### src/rtl/alu_mc.sv
// Multi-cycle ALU: AND/OR/ADD/SLT in one execute cycle, unsigned shift-add MUL in WIDTH cycles.
// done pulses 2 (ALU) or WIDTH+1 (MUL) cycles after start; start is ignored while busy.
module alu_mc #(
    parameter int WIDTH = 32,
    parameter int CNT_W = 6
) (
    input  logic             clk,
    input  logic             rst_n,
    input  logic             start,
    input  logic [WIDTH-1:0] a,
    input  logic [WIDTH-1:0] b,
    input  logic [1:0]       sel,
    input  logic             binv,
    input  logic             mul,
    output logic             busy,
    output logic             done,
    output logic [WIDTH-1:0] result,
    output logic [WIDTH-1:0] result_hi,
    output logic             co,
    output logic             zero,
    output logic             ovf
);
    typedef enum logic [1:0] {S_IDLE = 2'd0, S_ALU = 2'd1, S_MUL = 2'd2} state_t;

    state_t             state_q, state_d;
    logic [WIDTH-1:0]   a_q, a_d, b_q, b_d;
    logic [1:0]         sel_q, sel_d;
    logic               binv_q, binv_d;
    logic [CNT_W-1:0]   cnt_q, cnt_d;
    logic [2*WIDTH-1:0] acc_q, acc_d, acc_nx;
    logic               busy_q, busy_d, done_q, done_d;
    logic [WIDTH-1:0]   result_q, result_d, result_hi_q, result_hi_d;
    logic               co_q, co_d, zero_q, zero_d, ovf_q, ovf_d;

    logic [WIDTH-1:0]   bb, alu_res;
    logic [WIDTH:0]     sum;
    logic               add_ovf, last_mul;

    assign last_mul = (cnt_q == CNT_W'(WIDTH - 1));

    always_ff @(posedge clk) begin
        if (!rst_n) state_q <= S_IDLE;
        else        state_q <= state_d;
    end

    always_comb begin
        state_d = state_q;
        case (state_q)
            S_IDLE:  if (start) state_d = mul ? S_MUL : S_ALU;
            S_ALU:   state_d = S_IDLE;
            S_MUL:   if (last_mul) state_d = S_IDLE;
            default: state_d = S_IDLE;
        endcase
    end

    // Shared arithmetic; b_q is consumed LSB-first by shifting it right during MUL.
    always_comb begin
        bb      = binv_q ? ~b_q : b_q;
        sum     = {1'b0, a_q} + {1'b0, bb} + {{WIDTH{1'b0}}, binv_q};
        add_ovf = (a_q[WIDTH-1] == bb[WIDTH-1]) && (sum[WIDTH-1] != a_q[WIDTH-1]);
        acc_nx  = acc_q + (b_q[0] ? ({{WIDTH{1'b0}}, a_q} << cnt_q) : {2*WIDTH{1'b0}});
        case (sel_q)
            2'b00:   alu_res = a_q & bb;
            2'b01:   alu_res = a_q | bb;
            2'b10:   alu_res = sum[WIDTH-1:0];
            default: alu_res = {{(WIDTH-1){1'b0}}, sum[WIDTH-1] ^ add_ovf};
        endcase
    end

    always_comb begin
        a_d         = a_q;
        b_d         = b_q;
        sel_d       = sel_q;
        binv_d      = binv_q;
        cnt_d       = cnt_q;
        acc_d       = acc_q;
        busy_d      = busy_q;
        done_d      = 1'b0;
        result_d    = result_q;
        result_hi_d = result_hi_q;
        co_d        = co_q;
        zero_d      = zero_q;
        ovf_d       = ovf_q;
        case (state_q)
            S_IDLE: begin
                if (start) begin
                    a_d    = a;
                    b_d    = b;
                    sel_d  = sel;
                    binv_d = binv;
                    busy_d = 1'b1;
                    if (mul) begin
                        cnt_d = '0;
                        acc_d = '0;
                    end
                end
            end
            S_ALU: begin
                result_d    = alu_res;
                result_hi_d = '0;
                co_d        = sel_q[1] ? sum[WIDTH] : 1'b0;
                ovf_d       = (sel_q == 2'b10) ? add_ovf : 1'b0;
                zero_d      = (alu_res == '0);
                done_d      = 1'b1;
                busy_d      = 1'b0;
            end
            S_MUL: begin
                acc_d = acc_nx;
                b_d   = b_q >> 1;
                cnt_d = cnt_q + CNT_W'(1);
                if (last_mul) begin
                    result_d    = acc_nx[WIDTH-1:0];
                    result_hi_d = acc_nx[2*WIDTH-1:WIDTH];
                    co_d        = (acc_nx[2*WIDTH-1:WIDTH] != '0);
                    zero_d      = (acc_nx[WIDTH-1:0] == '0);
                    ovf_d       = 1'b0;
                    done_d      = 1'b1;
                    busy_d      = 1'b0;
                end
            end
            default: busy_d = 1'b0;
        endcase
    end

    always_ff @(posedge clk) begin
        if (!rst_n) begin
            a_q         <= '0;
            b_q         <= '0;
            sel_q       <= '0;
            binv_q      <= 1'b0;
            cnt_q       <= '0;
            acc_q       <= '0;
            busy_q      <= 1'b0;
            done_q      <= 1'b0;
            result_q    <= '0;
            result_hi_q <= '0;
            co_q        <= 1'b0;
            zero_q      <= 1'b0;
            ovf_q       <= 1'b0;
        end else begin
            a_q         <= a_d;
            b_q         <= b_d;
            sel_q       <= sel_d;
            binv_q      <= binv_d;
            cnt_q       <= cnt_d;
            acc_q       <= acc_d;
            busy_q      <= busy_d;
            done_q      <= done_d;
            result_q    <= result_d;
            result_hi_q <= result_hi_d;
            co_q        <= co_d;
            zero_q      <= zero_d;
            ovf_q       <= ovf_d;
        end
    end

    assign busy      = busy_q;
    assign done      = done_q;
    assign result    = result_q;
    assign result_hi = result_hi_q;
    assign co        = co_q;
    assign zero      = zero_q;
    assign ovf       = ovf_q;
endmodule

### config.mk
export PLATFORM = sky130hd
export DESIGN_NAME = alu_mc
export DESIGN_NICKNAME = d
export VERILOG_FILES = /design/src/rtl/alu_mc.sv
export SDC_FILE = /design/constraint.sdc
export NUM_CORES = 1
export LEC_CHECK = 0
export CELL_PAD_IN_SITES_DETAIL_PLACEMENT = 1
export CELL_PAD_IN_SITES_GLOBAL_PLACEMENT = 1
export CORE_ASPECT_RATIO = 1.5
export CORE_MARGIN = 10
export CORE_UTILIZATION = 33
export DETAILED_ROUTE_END_ITERATION = 10
export PLACE_DENSITY_LB_ADDON = 0.1
export SYNTH_ARGS = -nofsm -noshare
export SYNTH_HDL_FRONTEND = slang
export SYNTH_SLANG_ARGS = --single-unit
### constraint.sdc
create_clock -name clk -period 5.64 [get_ports clk]
set_input_delay 0.846 -clock clk [delete_from_list [all_inputs] [get_ports clk]]
set_output_delay 0.846 -clock clk [all_outputs]
set_load 0.05 [all_outputs]
==> metrics.md, run 1 <==
| Metric | Value |
|---|---|
| Synth Register Bits | 208 |
| Crit path arrival time | 6010 ps |
| I/O pin total | 140 |
| Sequential share of power | 0.321 |
| Syn Inst Count | 2,589 |
| ANT cells | 0 |
| Rel. slew slack | 0.257 |
| Die area | ~67,000 um2 |
| Clock Root Buffer | clkbuf_16 |
| Worst Slack Setup Final | 149 ps |
| Compound-Gate Fraction of Synth Area | 0.273 |
| Met3 WL | 3.77 mm |
| Gate power share | 0.288 |
| Xor and xnor fraction of the mapped netlist area | 0.0466 |
| CP cell instances | buf_4, buf_4, mux2i_1, or2_2, nor3_2, buf_4, nand2b_1, inv_1, ha_1, a211oi_2, o211ai_1, and3_2, buf_4, a211oi_4, buf_4, xnor2_4, or4b_4, or4_1, or4b_1, nor4_4, a21oi_2, o21ai_1 |
| Layout cell share with drive strength beyond 1 | 0.196 |
| Worst-Skew Late Latency | 600 ps |
| I/O Buffers | 139 |
| Synth async-reset ratio | 0 |
| Core Area | 55,800 um2 |
| GP Congestion | 1.05 |
| Seq. cell area | 4170 um2 |
| Internal power | between 3 and 4 mW |
| Initial antenna violation count | 1 |
| Post-route DRC violation count | 0 |
| Hold slack | ~450 ps |
| First-pass GRT wire length | 151 mm |
| Mapped Area | 18,600 um2 |
| Post-route design area | 24,900 um2 |
| Synth Flop Type | dfxtp_1 |
| Detailed-route wire length | between 100 and 150 mm |
| Ys Warns | 0 |
| Final Net Count | 3,222 |
| Mux share of post-synthesis cell area | 0.0742 |
| Post-Synth Simple-Gate Area | 0.235 |
| Sink Count | 208 |
| Detail Route Antenna Nets | 0 |
| Max cap viols | 0 |
| Pre-antenna DRT Iters | 5 |
| Final max-slew violation count | 0 |
| Synthesized Nets | 2,793 |
| Cell family with most CP delay | simple AND/OR/NAND/NOR gates |
| Vias in the first global route | 23,000 |
| Most frequent cells in the layout | 433 x buf_4, 342 x nand2_1, 267 x nor2_1 |
| Psw | 1.74 mW |
| Remaining Overflow, GRT | 0 |
| Post-synthesis to final-layout area growth | 33.7% |
| Setup-failing EPs final | 0 |
| WL/cell | 27.5 um |
| CTS tree | built |
| Status | completed |
| R2R Setup Slk | 150 ps |
| Final hold violations | 0 |
| Tmin final | 5490 ps |
| WS Path Type | flop to flop |
| M1 wire length | between 30 and 40 mm |
| Max H-tree Level | 1 |
| Worst Path Required | 6160 ps |
| Pleak | approximately 10 nW |
| Area of the multi-input gates | 13,700 um2 |
| Fillers | 6,935 |
| Clock Power Share | 0.391 |
| GR Util All Layers | 0.300 |
| Avg Cell Area, Syn | 7.19 um2 |
| Met2 WL | 54.8 mm |
| Most common cell after layout, fill and taps aside | buf_4 |
| Peak supply drop | 362 uV |
| Pre-CTS WS | -377 ps |
| Post-DP HPWL | 85.9 mm |
| Cts bufs inserted | 26 |
| Sequential-to-total area share from yosys stat | 0.224 |
| Reg clk slew, reported paths | roughly 70 ps |
| Number of buffers and inverters on the critical path | 6 |
| Slowest stage delay, CP | approximately 600 ps |
| Die Height | 311 um |
| EDFF count, synth | 0 |
| Switching Share | 0.351 |
| Worst-margin pin slew | roughly 1100 ps |
| Setup tns final | 0 ps |
| Type of the most critical hold path | flop to flop |
| Via count | around 22,000 |
| CP startpoint kind | flop |
| Bufs on Longest Clock Path | 3 |
| DR top layer | met4 |
| Final Cycle Share | 0.974 |
| Post-synthesis cell type count | 85 |
| Critical Path End Type | flop |
| Power Density | 199 nW/um2 |
| Most common cell on crit path | buf_4 |
| Initial DRC Count | 1,292 |
| Pin count of the biggest net entering global routing | roughly 110 |
| Initial Util | 0.333 |
| Die X | 214 um |
| Setup Skew | between 20 and 30 ps |
| Slowest CP cell | or4b_4 |
| Largest family of logic cells by synthesized area | compound AO/OA/AOI/OAI gates |
| Placed instance area | 23,700 um2 |
| Synth Area in Adders | 0.0902 |
| Fmax | around 180 MHz |
| Num rows | 106 |
| Vias per Instance | around 5.7 |
| CP max FO | 9 |
==> layer usage <==
metal  global-route usage  vias to the layer above
li1                     -                    10100
met5                    0                        -
met2                0.569                      609
met1                0.283                    10700
met3               0.0338                      299
met4                0.254                        0
==> final timing paths <==
kind / end / start / depth (start not counted)
worst max register to register: zero$_SDFFE_PN0P_ / cnt_q[0]$_SDFFE_PN0P_ / 22
worst min register to register: result_hi[11]$_SDFFE_PN0P_ / result_hi[11]$_SDFFE_PN0P_ / 2
worst min-delay path: result_hi[11]$_SDFFE_PN0P_ / result_hi[11]$_SDFFE_PN0P_ / 2
worst max-delay path: zero$_SDFFE_PN0P_ / cnt_q[0]$_SDFFE_PN0P_ / 22
==> logic make-up after synthesis <==
kind of cell | Yosys count
multiplexers | 116
flip-flops | 208
AND/OR/NAND/NOR | 951
buffers and inverters | 278
adder cells (fa/ha/maj) | 133
AO/OA/AOI/OAI | 804
XOR/XNOR | 99
==> power groups by stage <==
stage / Combinational [mW] / Sequential, mW / Clock, mW
3_3_place_gp: 1.38 / 1.62 / 0
2_1_floorplan: 0.735 / 1.62 / 0
6_report: 1.43 / 1.59 / 1.94
3_5_place_dp: 1.40 / 1.62 / 0
4_1_cts: 1.41 / 1.59 / 1.99
5_1_grt: 1.53 / 1.60 / 2.03
==> flip-flops by register name, summed over array words and instances, names as in the netlist <==
signal,flops
done,1
acc_q,64
binv_q,1
busy,1
zero,1
co,1
b_q,32
result_hi,32
a_q,32
state_q,2
ovf,1
sel_q,2
cnt_q,6
result,32
==> final cells by class <==
| cell class | instances | share of cell area |
|---|---|---|
| clock buffer | 34 | 0.0285 |
| clock inverter | 14 | 0.00985 |
| inverter | 103 | 0.0158 |
| multi-input combinational | 2103 | 0.551 |
| sequential | 208 | 0.167 |
| tap | 756 | 0.0380 |
| timing repair buffer | 576 | 0.190 |
==> Yosys cell counts (all sizes together) (38+ instances only) <==
cell / n / share of area
nand2: 345 / 0.070
nor2: 270 / 0.054
a21oi: 267 / 0.072
dfxtp: 208 / 0.22
o21ai: 161 / 0.043
clkbuf: 150 / 0.030
ha: 131 / 0.088
inv: 101 / 0.020
mux2i: 87 / 0.047
a211oi: 68 / 0.028
nand3: 62 / 0.017
xor2: 62 / 0.029
a22oi: 52 / 0.021
nor2b: 50 / 0.017
and2: 45 / 0.015
a21o: 38 / 0.015
==> tightest hold or removal path: cells and delay by family (launching register included) <==
family | cells | cell delay, ps
flops | 1 | 310
compound gates | 1 | 50
simple gates | 1 | 50
==> stage by stage <==
stage,power (mW),utilization,std cells
CTS,4.99,0.442,3793
global placement,3.00,0.424,3743
global route,5.16,0.446,3794
floorplan,2.36,-,2589
finish,4.96,0.446,3794
detailed placement,3.03,0.424,3743
==> timing repair <==
| action | CTS | global route |
|---|---|---|
| buffers inserted | 2 | 1 |
| hold buffers | 0 | 0 |
| pin swaps | 1 | 5 |
| endpoints found under the setup margin | 10 | 24 |
| cloned | 0 | 0 |
| gates resized for setup | 12 | 57 |
(Power assumes the default switching activity.)
==> run 2, diff against run 1 <==
--- a/config.mk
+++ b/config.mk
@@ -5,10 +5,10 @@
 export SDC_FILE = /design/constraint.sdc
 export NUM_CORES = 1
 export LEC_CHECK = 0
+export ABC_AREA = 1
 export CELL_PAD_IN_SITES_DETAIL_PLACEMENT = 1
 export CELL_PAD_IN_SITES_GLOBAL_PLACEMENT = 1
 export CORE_ASPECT_RATIO = 1.5
-export CORE_MARGIN = 10
 export CORE_UTILIZATION = 33
 export DETAILED_ROUTE_END_ITERATION = 10
 export PLACE_DENSITY_LB_ADDON = 0.1
==> run 2 against run 1 <==
  * Sequential share of layout area rose by 1.6 points
  * Sequential cell count did not move
  * Largest power group is now combinational cells
  * Global-route usage rose by 4.5 points
  * Critical path type unchanged
  * Die area fell by 11%
  * Combinational power rose by 97%
  * Cell count rose by 12%
==> metrics.md, run 2 <==
| Metric | Value |
|---|---|
| Slowest CP cell | nor4_1 |
| Met3 WL | 3.33 mm (-12%) |
| GP Congestion | 1.05 (-0.34%) |
| Remaining Overflow, GRT | 0 (unchanged) |
| Reg clk slew, reported paths | 70 ps (about the same) |
| Most common cell after layout, fill and taps aside | nand2_1 |
| CP cell instances | nor2_1, inv_1, nor4_1, buf_4, ha_1, nand2_1, nor2_1, nand2_1, nand3_1, nand2_1, nand2_1, nand3_1, nand3_1, nand2_1, nor2_1, nand3_1, buf_4, nor2_1, nand3_1, nand2_1, a21oi_1 |
| CP startpoint kind | flop |
| Via count | 22,800 (+4.9%) |
| Vias per Instance | 5.38 (-6.0%) |
| I/O Buffers | 139 (unchanged) |
| Final Cycle Share | 0.976 (+0.00261) |
| Max reg flops | 64 (unchanged) |
| First-pass GRT wire length | 150 mm (-0.62%) |
| Power Density | 280 nW/um2 (+41%) |
| Synth async-reset ratio | 0 (unchanged) |
| Sink Count | 208 (unchanged) |
| Overall Power | 6.36 mW (+28%) |
| Setup-failing EPs final | 0 (unchanged) |
| Synth Register Bits | 208 (unchanged) |
| Fin util | 0.392 (-0.0537) |
| Yosys top cell area share | 0.216 (-0.00766) |
| Crit path arrival time | 5950 ps (-60 ps) |
| Layout cell share with drive strength beyond 1 | 0.0577 (-0.138) |
| Detail Route Antenna Nets | 0 (unchanged) |
| Setup tns final | 0 ps (unchanged) |
| Detailed-route wire length | 103 mm (-0.82%) |
| Num rows | 108 (+1.9%) |
| Final max-slew violation count | 0 (unchanged) |
| Number of buffers and inverters on the critical path | 3 (-3) |
| Rel. slew slack | 0.235 (-0.0217) |
| Critical Path End Type | flop |
| Max cap viols | 0 (unchanged) |
| Sequential-to-total area share from yosys stat | 0.216 (-0.00766) |
| Switching Share | 0.454 (+0.103) |
| ANT cells | 0 (unchanged) |
| Peak supply drop | 241 uV (-34%) |
| Slowest stage delay, CP | 1060 ps (+460 ps) |
| Status | completed |
| Synth area leader | dfxtp_1 |
| Syn Inst Count | 3,326 (+28%) |
| Initial antenna violation count | 0 (-1) |
| Die area | 59,400 um2 (-11%) |
| CTS tree | built |
| I/O pin total | 140 (unchanged) |
| Synth area leaders | dfxtp_1 22%, nand2_1 20%, o21ai_0 9.1%, ha_1 8.5%, inv_1 7.9% |
| Pleak | 10.7 nW (+2.6%) |
| Max H-tree Level | 1 (unchanged) |
| Final Net Count | 3,650 (+13%) |
| Psw | 2.89 mW (+66%) |
| Largest Register | acc_q |
| Most instantiated cells after synthesis | 1,014 x nand2_1, 407 x inv_1, 349 x o21ai_0, 281 x nor2_1, 252 x a21oi_1 |
| Setup Skew | 16.1 ps (-13.7 ps) |
| Die Height | 298 um (-4.1%) |
| Synthesized Nets | 3,530 (+26%) |
| Dpl cells | 4,189 (+12%) |
| EDFF count, synth | 0 (unchanged) |
| Pre-antenna DRT Iters | 5 (unchanged) |
| Tmin final | 5510 ps (+14.7 ps) |
| RSZ-0062 raised after global routing | false |
| Cts bufs inserted | 24 (-7.7%) |
| Clock Root Buffer | clkbuf_16 |
| Sequential share of power | 0.287 (-0.034) |
| Post-synthesis cell type count | 49 (-42%) |
| Initial DRC Count | 1,024 (-21%) |
| Die X | 199 um (-6.8%) |
| Hold_buf cts | 0 (unchanged) |
| Seq. cell area | 4170 um2 (about the same) |
| WL/cell | 24.4 um (-11%) |
| Worst-Skew Late Latency | 570 ps (-30 ps) |
| Initial Util | 0.333 (about the same) |
| Ys Warns | 0 (unchanged) |
| Worst-margin pin slew | 1140 ps (+26.8 ps) |
| WS Path Type | flop to flop |
| Gate power share | 0.444 (+0.156) |
| Clock Power Share | 0.269 (-0.122) |
| DR top layer | met4 |
| Cell family with most CP delay | simple AND/OR/NAND/NOR gates |
| Mapped Area | 19,300 um2 (+3.5%) |
| Most common cell on crit path | nand2_1 |
| M1 wire length | 35.6 mm (+0.23%) |
| Internal power | 3.47 mW (+7.9%) |
| Vias in the first global route | 24,000 (+4.3%) |
| Final cell count without fillers | 4,234 (+12%) |
| Post-route DRC violation count | 0 (unchanged) |
| Type of the most critical hold path | flop to flop |
| Met2 WL | 53.0 mm (-3.3%) |
| Area of the multi-input gates | 13,000 um2 (-5.0%) |
| Most frequent cell after synthesis | nand2_1 |
| Fillers | 7,900 (+14%) |
| CP max FO | 28 (+19) |
| Post-synthesis to final-layout area growth | 17.7% |
| Placed instance area | 21,800 um2 (-7.7%) |
| Core Area | 57,800 um2 (+3.6%) |
| Bufs on Longest Clock Path | 3 (unchanged) |
| Post-DP HPWL | 88.2 mm (+2.7%) |
| Fmax | 182 MHz (-0.27%) |
| Avg Cell Area, Syn | 5.80 um2 (-19%) |
| Post-route design area | 22,700 um2 (-8.9%) |
| GR Util All Layers | 0.346 (+0.0454) |
| Final hold violations | 0 (unchanged) |
| Worst Path Required | 6080 ps (-80 ps) |
| Pin count of the biggest net entering global routing | 68 (-36%) |
| Synth Flop Type | dfxtp_1 |
| Most frequent cells in the layout | 1,012 x nand2_1, 406 x inv_1, 348 x o21ai_0 |
## run 2: logic make-up after synthesis
kind of cell    after synthesis  synth area share
flops                       208             0.216
mux                          12           0.00623
fa+ha+maj                   133            0.0871
compound gates              752             0.210
xor+xnor                     65            0.0295
buf+inv                     555             0.110
simple gates               1601             0.341
## run 2: final timing paths
path	to	depth (start not counted)	start	slack, ps
worst max-delay path	co$_SDFFE_PN0P_	21	cnt_q[5]$_SDFFE_PN0P_	130
worst min-delay path	result_hi[31]$_SDFFE_PN0P_	2	result_hi[31]$_SDFFE_PN0P_	480
worst max register to register	co$_SDFFE_PN0P_	21	cnt_q[5]$_SDFFE_PN0P_	130
worst min register to register	result_hi[31]$_SDFFE_PN0P_	2	result_hi[31]$_SDFFE_PN0P_	480
## run 2: what timing repair did
action                     in CTS  in global routing
setup endpoints to repair       0                  1
gates resized for setup         0                  3
setup buffers                   0                  1
## run 2: layer usage
metal,track usage,up-vias
met5,0,-
met4,0.324,0
met3,0.0369,279
met2,0.637,519
met1,0.328,10900
li1,-,11000
## run 2: area by class of cell
cell class	count	area share
multi-input cells	2563	0.574
repair buffers	231	0.0937
inverters	418	0.0693
clock buffers	33	0.0311
well taps	770	0.0425
clock inverters	11	0.00546
flip-flops and latches	208	0.184
## run 2: stage by stage
step                worst slack (ps)  hold WS, ps
floorplan                       2150          462
global route                    81.1          508
global placement                21.4          459
finish                           134          475
CTS                              118          484
detailed placement               148          473
## run 2: worst register-to-register path: stages, from the launching register on
cell and delay, ps:
dfxtp_1 450, nor2_1 170, inv_1 440, nor4_1 1080
buf_4 250, ha_1 200, nand2_1 130, nor2_1 510
nand2_1 110, nand3_1 210, nand2_1 80, nand2_1 350
nand3_1 170, nand3_1 100, nand2_1 100, nor2_1 420
nand3_1 150, buf_4 160, nor2_1 80, nand3_1 80
nand2_1 60, a21oi_1 80
## run 2: power by group through the flow
stage          Sequential, mW  Combinational [mW]  Clock (mW)
6_report                 1.82                2.82        1.71
3_3_place_gp             1.85                2.74           0
2_1_floorplan            1.96                1.55           0
3_5_place_dp             1.86                2.78           0
5_1_grt                  1.84                3.05        1.79
4_1_cts                  1.83                2.80        1.75
